--- config.mk ---
export PLATFORM = sky130hd
export DESIGN_NAME = uart_loop_buf
export DESIGN_NICKNAME = d
export VERILOG_FILES = /design/src/rtl/uart_loop_buf.sv
export SDC_FILE = /design/constraint.sdc
export NUM_CORES = 1
export LEC_CHECK = 0
export BUFFER_PORTS_ARGS = -buffer_cell sky130_fd_sc_hd__buf_2
export CAP_MARGIN = 30
export CORE_MARGIN = 2
export CORE_UTILIZATION = 65
export CTS_CLUSTER_DIAMETER = 80
export DETAILED_ROUTE_END_ITERATION = 10
export GPL_TIMING_DRIVEN = 0
export PLACE_DENSITY = 0.84
export SETUP_SLACK_MARGIN = 0.5
export SKIP_CTS_REPAIR_TIMING = 1
export SYNTH_ARGS = -nofsm -noshare
export SYNTH_HDL_FRONTEND = slang
export SYNTH_SLANG_ARGS = --single-unit
--- constraint.sdc ---
create_clock -name clk -period 4.8 [get_ports clk]
set_clock_uncertainty 0.05 [all_clocks]
set_input_delay 0.96 -clock clk [delete_from_list [all_inputs] [get_ports clk]]
set_output_delay 0.96 -clock clk [all_outputs]
set_load 0.01 [all_outputs]
--- src/rtl/uart_loop_buf.sv ---
// rtl/uart_loop_buf.sv - UART RX/TX pair with TX FIFO, loopback echo and host read/write ports
module uart_loop_buf #(
    parameter int CLKS_PER_BIT = 434,
    parameter int DATA_W       = 8,
    parameter int DEPTH        = 16
) (
    input  logic                     clk,
    input  logic                     nRst,
    input  logic                     rx,
    output logic                     tx,
    input  logic                     loop_en,
    input  logic                     tx_en,
    input  logic                     wr_valid,
    input  logic [DATA_W-1:0]        wr_data,
    output logic                     wr_ready,
    output logic                     rd_valid,
    output logic [DATA_W-1:0]        rd_data,
    input  logic                     rd_ready,
    input  logic                     clr_err,
    output logic [$clog2(DEPTH):0]   fifo_count,
    output logic                     overflow,
    output logic                     frame_err
);

    localparam int CNT_W = $clog2(CLKS_PER_BIT);
    localparam int BIT_W = $clog2(DATA_W + 1);
    localparam int AW    = $clog2(DEPTH);

    localparam logic [CNT_W-1:0] BIT_LAST  = CNT_W'(CLKS_PER_BIT - 1);
    localparam logic [CNT_W-1:0] HALF_LAST = CNT_W'(CLKS_PER_BIT / 2 - 1);
    localparam logic [BIT_W-1:0] DATA_LAST = BIT_W'(DATA_W - 1);
    localparam logic [AW:0]      FULL_CNT  = (AW + 1)'(DEPTH);

    typedef enum logic [2:0] {
        RX_IDLE,
        RX_START,
        RX_DATA,
        RX_STOP,
        RX_BREAK
    } rx_state_t;

    typedef enum logic [1:0] {
        TX_IDLE,
        TX_START,
        TX_DATA,
        TX_STOP
    } tx_state_t;

    // receive side
    logic              rx_meta;
    logic              rx_sync;
    logic              rx_prev;
    rx_state_t         rx_state;
    logic [CNT_W-1:0]  rx_clk_cnt;
    logic [BIT_W-1:0]  rx_bit_cnt;
    logic [DATA_W-1:0] rx_shift;
    logic              word_valid;
    logic              rx_frame_bad;

    // transmit side and FIFO
    tx_state_t         tx_state;
    logic [CNT_W-1:0]  tx_clk_cnt;
    logic [BIT_W-1:0]  tx_bit_cnt;
    logic [DATA_W-1:0] tx_shift;
    logic [DATA_W-1:0] mem [DEPTH];
    logic [AW-1:0]     wr_ptr;
    logic [AW-1:0]     rd_ptr;
    logic [AW:0]       count;

    logic              full;
    logic              empty;
    logic              tx_slot;
    logic              pop;
    logic              push_req;
    logic              push_ok;
    logic              push_drop;
    logic              rd_drop;
    logic [DATA_W-1:0] push_data;

    // Two-flop synchroniser for the asynchronous rx pin, plus one more stage for edge detection
    always_ff @(posedge clk or negedge nRst) begin
        if (!nRst) begin
            rx_meta <= 1'b1;
            rx_sync <= 1'b1;
            rx_prev <= 1'b1;
        end else begin
            rx_meta <= rx;
            rx_sync <= rx_meta;
            rx_prev <= rx_sync;
        end
    end

    // RX framing FSM; rx_shift holds the finished word while word_valid pulses
    always_ff @(posedge clk or negedge nRst) begin
        if (!nRst) begin
            rx_state     <= RX_IDLE;
            rx_clk_cnt   <= '0;
            rx_bit_cnt   <= '0;
            rx_shift     <= '0;
            word_valid   <= 1'b0;
            rx_frame_bad <= 1'b0;
        end else begin
            word_valid   <= 1'b0;
            rx_frame_bad <= 1'b0;
            case (rx_state)
                RX_IDLE: begin
                    rx_clk_cnt <= '0;
                    rx_bit_cnt <= '0;
                    if (rx_prev && !rx_sync) begin
                        rx_state <= RX_START;
                    end
                end
                RX_START: begin
                    if (rx_clk_cnt == HALF_LAST) begin
                        rx_clk_cnt <= '0;
                        // a start bit gone high by mid-bit was a glitch
                        rx_state   <= rx_sync ? RX_IDLE : RX_DATA;
                    end else begin
                        rx_clk_cnt <= rx_clk_cnt + CNT_W'(1);
                    end
                end
                RX_DATA: begin
                    if (rx_clk_cnt == BIT_LAST) begin
                        rx_clk_cnt <= '0;
                        rx_shift   <= {rx_sync, rx_shift[DATA_W-1:1]};
                        rx_bit_cnt <= rx_bit_cnt + BIT_W'(1);
                        if (rx_bit_cnt == DATA_LAST) begin
                            rx_state <= RX_STOP;
                        end
                    end else begin
                        rx_clk_cnt <= rx_clk_cnt + CNT_W'(1);
                    end
                end
                RX_STOP: begin
                    if (rx_clk_cnt == BIT_LAST) begin
                        rx_clk_cnt <= '0;
                        if (rx_sync) begin
                            word_valid <= 1'b1;
                            rx_state   <= RX_IDLE;
                        end else begin
                            rx_frame_bad <= 1'b1;
                            rx_state     <= RX_BREAK;
                        end
                    end else begin
                        rx_clk_cnt <= rx_clk_cnt + CNT_W'(1);
                    end
                end
                RX_BREAK: begin
                    // hold off until the line returns high so a long break is not a new start bit
                    if (rx_sync) begin
                        rx_state <= RX_IDLE;
                    end
                end
                default: rx_state <= RX_IDLE;
            endcase
        end
    end

    // FIFO and TX handshake decisions; loop_en selects the single push source
    always_comb begin
        full      = (count == FULL_CNT);
        empty     = (count == '0);
        wr_ready  = !full && !loop_en;
        tx_slot   = (tx_state == TX_IDLE) ||
                    ((tx_state == TX_STOP) && (tx_clk_cnt == BIT_LAST));
        pop       = tx_slot && !empty && tx_en;
        push_req  = loop_en ? word_valid : (wr_valid && wr_ready);
        push_data = loop_en ? rx_shift : wr_data;
        push_ok   = push_req && (!full || pop);
        push_drop = push_req && full && !pop;
        rd_drop   = word_valid && !loop_en && rd_valid && !rd_ready;
    end

    assign fifo_count = count;

    // FIFO storage; emptiness is tracked by count, so the array needs no reset
    always_ff @(posedge clk) begin
        if (push_ok) begin
            mem[wr_ptr] <= push_data;
        end
    end

    // FIFO pointers and occupancy
    always_ff @(posedge clk or negedge nRst) begin
        if (!nRst) begin
            wr_ptr <= '0;
            rd_ptr <= '0;
            count  <= '0;
        end else begin
            if (push_ok) begin
                wr_ptr <= wr_ptr + AW'(1);
            end
            if (pop) begin
                rd_ptr <= rd_ptr + AW'(1);
            end
            count <= count + {{AW{1'b0}}, push_ok} - {{AW{1'b0}}, pop};
        end
    end

    // TX framing FSM; a pop from IDLE or the last stop cycle starts the next frame with no gap
    always_ff @(posedge clk or negedge nRst) begin
        if (!nRst) begin
            tx_state   <= TX_IDLE;
            tx_clk_cnt <= '0;
            tx_bit_cnt <= '0;
            tx_shift   <= '0;
            tx         <= 1'b1;
        end else begin
            case (tx_state)
                TX_IDLE: begin
                    tx_clk_cnt <= '0;
                    tx         <= 1'b1;
                end
                TX_START: begin
                    if (tx_clk_cnt == BIT_LAST) begin
                        tx_clk_cnt <= '0;
                        tx_bit_cnt <= '0;
                        tx         <= tx_shift[0];
                        tx_state   <= TX_DATA;
                    end else begin
                        tx_clk_cnt <= tx_clk_cnt + CNT_W'(1);
                    end
                end
                TX_DATA: begin
                    if (tx_clk_cnt == BIT_LAST) begin
                        tx_clk_cnt <= '0;
                        if (tx_bit_cnt == DATA_LAST) begin
                            tx       <= 1'b1;
                            tx_state <= TX_STOP;
                        end else begin
                            tx         <= tx_shift[1];
                            tx_shift   <= tx_shift >> 1;
                            tx_bit_cnt <= tx_bit_cnt + BIT_W'(1);
                        end
                    end else begin
                        tx_clk_cnt <= tx_clk_cnt + CNT_W'(1);
                    end
                end
                TX_STOP: begin
                    if (tx_clk_cnt == BIT_LAST) begin
                        tx_clk_cnt <= '0;
                        tx_state   <= TX_IDLE;
                    end else begin
                        tx_clk_cnt <= tx_clk_cnt + CNT_W'(1);
                    end
                end
                default: tx_state <= TX_IDLE;
            endcase
            if (pop) begin
                tx_state   <= TX_START;
                tx_clk_cnt <= '0;
                tx_shift   <= mem[rd_ptr];
                tx         <= 1'b0;
            end
        end
    end

    // Host read holding register; a word arriving while the host has not taken the last one is dropped
    always_ff @(posedge clk or negedge nRst) begin
        if (!nRst) begin
            rd_valid <= 1'b0;
            rd_data  <= '0;
        end else if (word_valid && !loop_en && (!rd_valid || rd_ready)) begin
            rd_data  <= rx_shift;
            rd_valid <= 1'b1;
        end else if (rd_ready) begin
            rd_valid <= 1'b0;
        end
    end

    // Sticky error flags; clr_err wins over an event in the same cycle
    always_ff @(posedge clk or negedge nRst) begin
        if (!nRst) begin
            overflow  <= 1'b0;
            frame_err <= 1'b0;
        end else if (clr_err) begin
            overflow  <= 1'b0;
            frame_err <= 1'b0;
        end else begin
            if (push_drop || rd_drop) begin
                overflow <= 1'b1;
            end
            if (rx_frame_bad) begin
                frame_err <= 1'b1;
            end
        end
    end

endmodule
Word-level counts from Yosys, hierarchy flattened. Memories as Yosys holds them, arrays and structs flattened. Index checks and enable logic that the tools add are counted.

Input bits: 16. Memories kept: 1. Bits in writable memories: 128. Output and inout port bits: 18. Word-level logic and storage cells: 155. Register bits: 77.

Memories: mem (words 16, width 8, rd ports 1, clocked after Yosys merged registers in 0, write ports 1, RTL line 65) `logic [DATA_W-1:0] mem [DEPTH];`.

Reductions and logical operators: 46. Equal/unequal tests: 27. Mux-type cells: 52. Add/subtract/negate cells: 8.

Operators by type and width (number): $mux W8 (5); $mux W9 (4); $pmux W9 S3 (1); $mux W3 (7); $ne A2 B2 Y1 const B (10); $mux W1 (19); $add A9 B1 Y9 const B (2); $eq A9 B9 Y1 const B (2); $pmux W9 S2 (1); $add A4 B1 Y4 const B (4); $mux W4 (4); $pmux W4 S2 (2); $pmux W3 S5 (1); $reduce_bool A2 Y1 (7); $logic_and A1 B1 Y1 (13); $mux W2 (6); $eq A9 B8 Y1 const B (1); $ne A3 B3 Y1 const B (3); $eq A4 B3 Y1 const B (2); $reduce_bool A4 Y1 (2); $logic_not A1 Y1 (7); $eq A3 B2 Y1 const B (2); $pmux W2 S3 (1); $reduce_and A3 Y1 (2); other kinds (20) (25).

Longest topological paths before layout.
Depth after elaboration: 10. Depth in mapped cells: 16.

Worst setup path before layout. OpenSTA, ideal clock, no wires.

Path type: flip-flop to flip-flop. Start point: reg count[3] (netlist: fifo_count[3]). End point: reg count[4] (netlist: fifo_count[4]). Slack: 1.727 ns. Required time: 4.627 ns. Library setup time: 0.123 ns. Data arrival time: 2.900 ns. Cell stages (with the launch flop): 17. Period minus slack after synthesis: 3.073 ns. Path through: dfrtp_1 -> inv_1 -> ha_1 -> or4b_1 -> nand2_1 -> or2_1 -> buf_6 -> inv_4 -> buf_2 -> ha_1 -> inv_1 -> ha_1 -> fa_1 -> a21oi_1 -> nor2_1 -> nor2_1 -> xnor2_1.

Cells in the longest elaborated chain, start to end: 8. Elaborated cells between the ends (all ways): 13.

RTL lines: start: declaration (RTL line 68) `logic [AW:0] count;`; start signal: assignment (RTL line 196) `count <= count + {{AW{1'b0}}, push_ok} - {{AW{1'b0}}, pop};`; $eq A5 B5 Y1 / $logic_not A5 Y1 (equally long branches) (RTL line 161, 162); $logic_not A1 Y1 (on tied branches) (RTL line 163, 169, 166); $logic_and A1 B1 Y1 (on tied branches) (RTL line 163, 166); $logic_and A1 B1 Y1 (on tied branches) (RTL line 167, 166); $mux W1 / $logic_or A1 B1 Y1 (equally long branches) (RTL line 167, 169); $logic_and A1 B1 Y1 (RTL line 169) `push_ok = push_req && (!full || pop);`; $add A5 B1 Y5 (RTL line 196); $sub A5 B1 Y5 * (RTL line 196).

Every way passes the cells marked *; elsewhere a longest branch is shown, timed or not. A chain may end at the register's enable or synchronous reset.

Final worst setup path.
Start point: reg count[2] (netlist: fifo_count[2]). End point: reg count[4] (netlist: fifo_count[4]).

The elaborated chain is that of the path after synthesis.

==> summary.md <==
| Metric | Value |
|---|---|
| Cell Count Post-Placement | `807` |
| Fraction of the cycle the final worst path needs | `0.730` |
| Uppermost signal routing layer after detailed routing | `met4` |
| Int Power | `3.10 mW` |
| Area fraction in and, or, nand and nor cells after synthesis | `0.0880` |
| Final setup violating endpoints | `0` |
| Detailed Route WL | `18600 um` |
| Seq/Total Area, Yosys | `0.644` |
| Sw power | `1.10 mW` |
| Post-synthesis net count | `636` |
| Buffers plus inverters on the worst setup path | `4` |
| Number of global-route vias before repair | `5589` |
| CP Class | `register to register` |
| Flip-flop cell with the highest count after synthesis | `sky130_fd_sc_hd__edfxtp_1` |
| Worst rel slew slack | `0.384` |
| RSZ-0062 raised after global routing | `no` |
| Post-synthesis share of cell area spent on full adders, half adders and majority gates | `0.0357` |
| Share of async-settable or async-resettable flops after synthesis | `0.376` |
| Xor/xnor cell area share of the yosys netlist | `0.0184` |
| Clock tree from TritonCTS | `built` |
| Root buffer cell | `sky130_fd_sc_hd__clkbuf_16` |
| Relative contribution of the clock network to total power | `0.358` |
| Outcome | `complete, no violations` |
| Flop and latch count out of synthesis | `205` |
| Critical Path Source Type | `register` |
| Warning count from the yosys run | `0` |
| Number of nets still failing antenna checks after routing | `0` |
| Final weighted congestion of routability-driven global placement | `0.846` |
| Average instance area after synthesis | `15.1 um2` |
| Compound-cell area share of the yosys netlist | `0.0634` |
| Unique masters post-synth | `62` |
| Main combinational cell family by area after synthesis | `multiplexers` |
| Total number of clock tree sinks | `205` |
| Clock transition at the registers of the reported paths | `0.06 ns` |
| Half-perimeter wire length of the detailed placement result | `11800 um` |
| Net Sw Frac | `0.262` |
| Core region area | `0.0133 mm2` |
| Area of the multi-input gates | `0.00296 mm2` |
| Global-route wire length before repair | `29700 um` |
| Ratio of routed vias to standard cells | `6.28` |
| Final max-slew violation count | `0` |
| Mapped cell area | `0.00896 mm2` |
| Clock latency on the worst-skew pair | `0.50 ns` |
| Hold Crit Class | `input pin to asynchronous set/reset pin` |
| Antenna diode count | `0` |
| Total via count after detailed routing | `5304` |
| Layout cells sized above 1 | `0.230` |
| Number of nets in the layout | `695` |
| Area added between synthesis and finish | `11.9%` |
| Full die area | `0.0147 mm2` |
| Total routing resource utilization after global routing | `0.267` |
| Total CTS buffers | `21` |
| Maximum count of clock buffers along a single path | `3` |
| Cell family with the largest share of critical-path delay | `adder cells` |
| Routed len/inst | `22.0 um` |
| Die Wd | `121 um` |
| Row Count | `42` |
| Pwr dens | `419 mW/mm2` |
| Global-route congestion overflow total | `0` |
| Number of antenna violations at the first check in global routing | `0` |
| TNS Setup | `0 ns` |
| Crit-path max cell delay | `0.47 ns` |
| Number of endpoints with negative hold slack in the final report | `0` |
| Ordered list of cells on the worst path | `inv_1, ha_1, or4b_1, nand2_1, o32ai_4, buf_2, inv_1, ha_1, inv_1, ha_1, fa_1, a21oi_1, nor2_1, nor2_1, xnor2_1` |
| Drt first-iter violations | `466` |
| Seq pwr share | `0.493` |
| Mux cell area share after synthesis | `0.125` |
| Vertical extent of the die | `121 um` |
| Starting utilization of the core area | `0.671` |
| Data required time at the worst endpoint | `5.14 ns` |
| Total met2 wirelength after detailed routing | `9420 um` |
| Combinational Power Share | `0.149` |
| Detailed-routing iteration count for the pre-antenna-repair pass | `5` |
| Final cell count without fillers | `845` |
| Number of primary I/O pins | `34` |
| Final worst path period need | `3.50 ns` |
| Sequential Area | `0.00578 mm2` |
| Peak Freq | `285 MHz` |
| Maximum number of pins on one net before global-route repair | `75` |
| CP max stage cell | `sky130_fd_sc_hd__o32ai_4` |
| Port Buffer Count | `33` |
| Transition at the pin with the smallest max-transition slack | `0.921 ns` |
| Critical Path AT | `3.84 ns` |
| Crit-path max FO | `10` |
| Number of flops mapped to enable cells by yosys | `128` |
| Worst voltage drop across the vdd grid | `0.359 mV` |
| CTS H-tree depth | `1` |
| Gate Count Post-Synth | `595` |
| Leakage dissipation | `3.98 nW` |
| Number of filler instances in the final layout | `770` |
| DR WL met3 | `1220 um` |
| # Max-Cap Violations | `0` |
| Sum of routed wire segments on met1 | `7240 um` |
| DRC | `0` |
| Kind of end point of the critical path | `register` |
## layer usage
layer | GRT usage | vias to the layer above
met1 | 0.359 | 2655
met4 | 0.105 | 0
met5 | 0 | -
met2 | 0.437 | 231
li1 | - | 2361
met3 | 0.0489 | 57
## worst register-to-register path: cells and delay by family, from the launching register on
family / cells / cell delay, ns
DFF: 1 / 0.38
adders and majority gates: 4 / 1.12
xor gates and xnor gates: 1 / 0.16
and+or+nand+nor: 4 / 0.51
AOI/OAI and AO/OA: 2 / 0.64
buffers and inverters: 4 / 0.52
## flip-flops by register name (all words and copies together) (netlist names), 2 cells and up
| signal | count |
|---|---|
| rx_state | 3 |
| tx_state | 2 |
| rx_bit_cnt | 4 |
| rd_ptr | 4 |
| tx_clk_cnt | 9 |
| tx_bit_cnt | 4 |
| rx_shift | 8 |
| rd_data | 8 |
| wr_ptr | 4 |
| rx_clk_cnt | 9 |
| fifo_count | 5 |
| mem | 128 |
| tx_shift | 8 |
## cells by family (layout without fill, tap and decap cells)
group	Yosys count	count (layout)
buffers and inverters	45	119
adders and majority gates	25	25
muxes	69	69
xor gates and xnor gates	18	18
DFF	205	205
AOI/OAI and AO/OA	81	81
and+or+nand+nor	152	152
## layout make-up
cell class | count | area share
buffer | 27 | 0.0152
clock buffer | 30 | 0.0588
clock inverter | 8 | 0.00499
inverter | 18 | 0.00699
multi-input combinational | 345 | 0.296
sequential | 205 | 0.576
tap | 176 | 0.0220
timing repair buffer | 36 | 0.0205
## cells in the mapped netlist, drive strengths merged (6+ instances only)
cell type  instances  area (um2)
edfxtp           128        3840
dfrtp             73        1830
nand2             50         188
nor2              36         138
mux4              32         721
mux2              25         282
o21ai             25         129
ha                24         300
inv               18        70.1
and3              17         106
a22oi             16         120
buf               14        83.8
a21oi             13        65.1
clkbuf            13        68.8
mux2i             12         120
xnor2             12         113
nand3             10        55.1
a22o               7        61.3
nand4              6        52.6
xor2               6        52.6
## power by group through the flow
stage          Sequential, mW  Combinational, mW  Clock [mW]
2_1_floorplan            2.09              0.421           0
3_3_place_gp             2.09              0.558           0
3_5_place_dp             2.10              0.604           0
4_1_cts                  2.07              0.621        1.52
5_1_grt                  2.08              0.686        1.58
6_report                 2.07              0.627        1.50
## layout by cell type, fill, tap and decap left out, drive strengths merged, types with 2 or more instances in the layout
master	netlist	layout
a21o	4	4
a21oi	13	13
a22o	7	7
a22oi	16	16
a311o	2	2
a31oi	4	4
and2	3	3
and2b	2	2
and3	17	17
and4	2	2
buf	14	50
clkbuf	13	43
clkinv	0	5
dfrtp	73	73
dfstp	4	4
edfxtp	128	128
ha	24	24
inv	18	20
mux2	25	25
mux2i	12	12
mux4	32	32
nand2	50	50
nand3	10	10
nand4	6	6
nand4b	2	2
nor2	36	36
nor2b	5	5
nor3	4	4
nor4b	3	3
o21ai	25	25
o21bai	2	2
or2	4	4
or4b	2	2
xnor2	12	12
xor2	6	6
## worst paths after layout
kind | slack, ns | start | depth (start not counted) | end
setup / recovery | 1.30 | fifo_count[2] | 15 | fifo_count[4]
hold / removal | 0.22 | nRst | 1 | rd_ptr[3]
setup reg to reg | 1.30 | fifo_count[2] | 15 | fifo_count[4]
hold reg to reg | 0.31 | rx_meta | 0 | rx_sync
max in group asynchronous | 3.88 | nRst | 2 | rx_meta
min in group clk | 0.31 | rx_meta | 0 | rx_sync
## through the flow
step	hold slack, ns	power [mW]	setup slack (ns)	area [um2]	utilization
final	0.215	4.20	1.30	10000	0.751
after global routing	0.210	4.35	1.13	10000	0.751
after CTS	0.203	4.21	1.31	10000	0.751
after detailed placement	0.300	2.70	1.20	9390	0.703
after global placement	0.296	2.65	1.31	9350	0.700
after floorplan	0.295	2.51	1.73	8960	-
No activity file was read; power rests on OpenSTA's default activity.
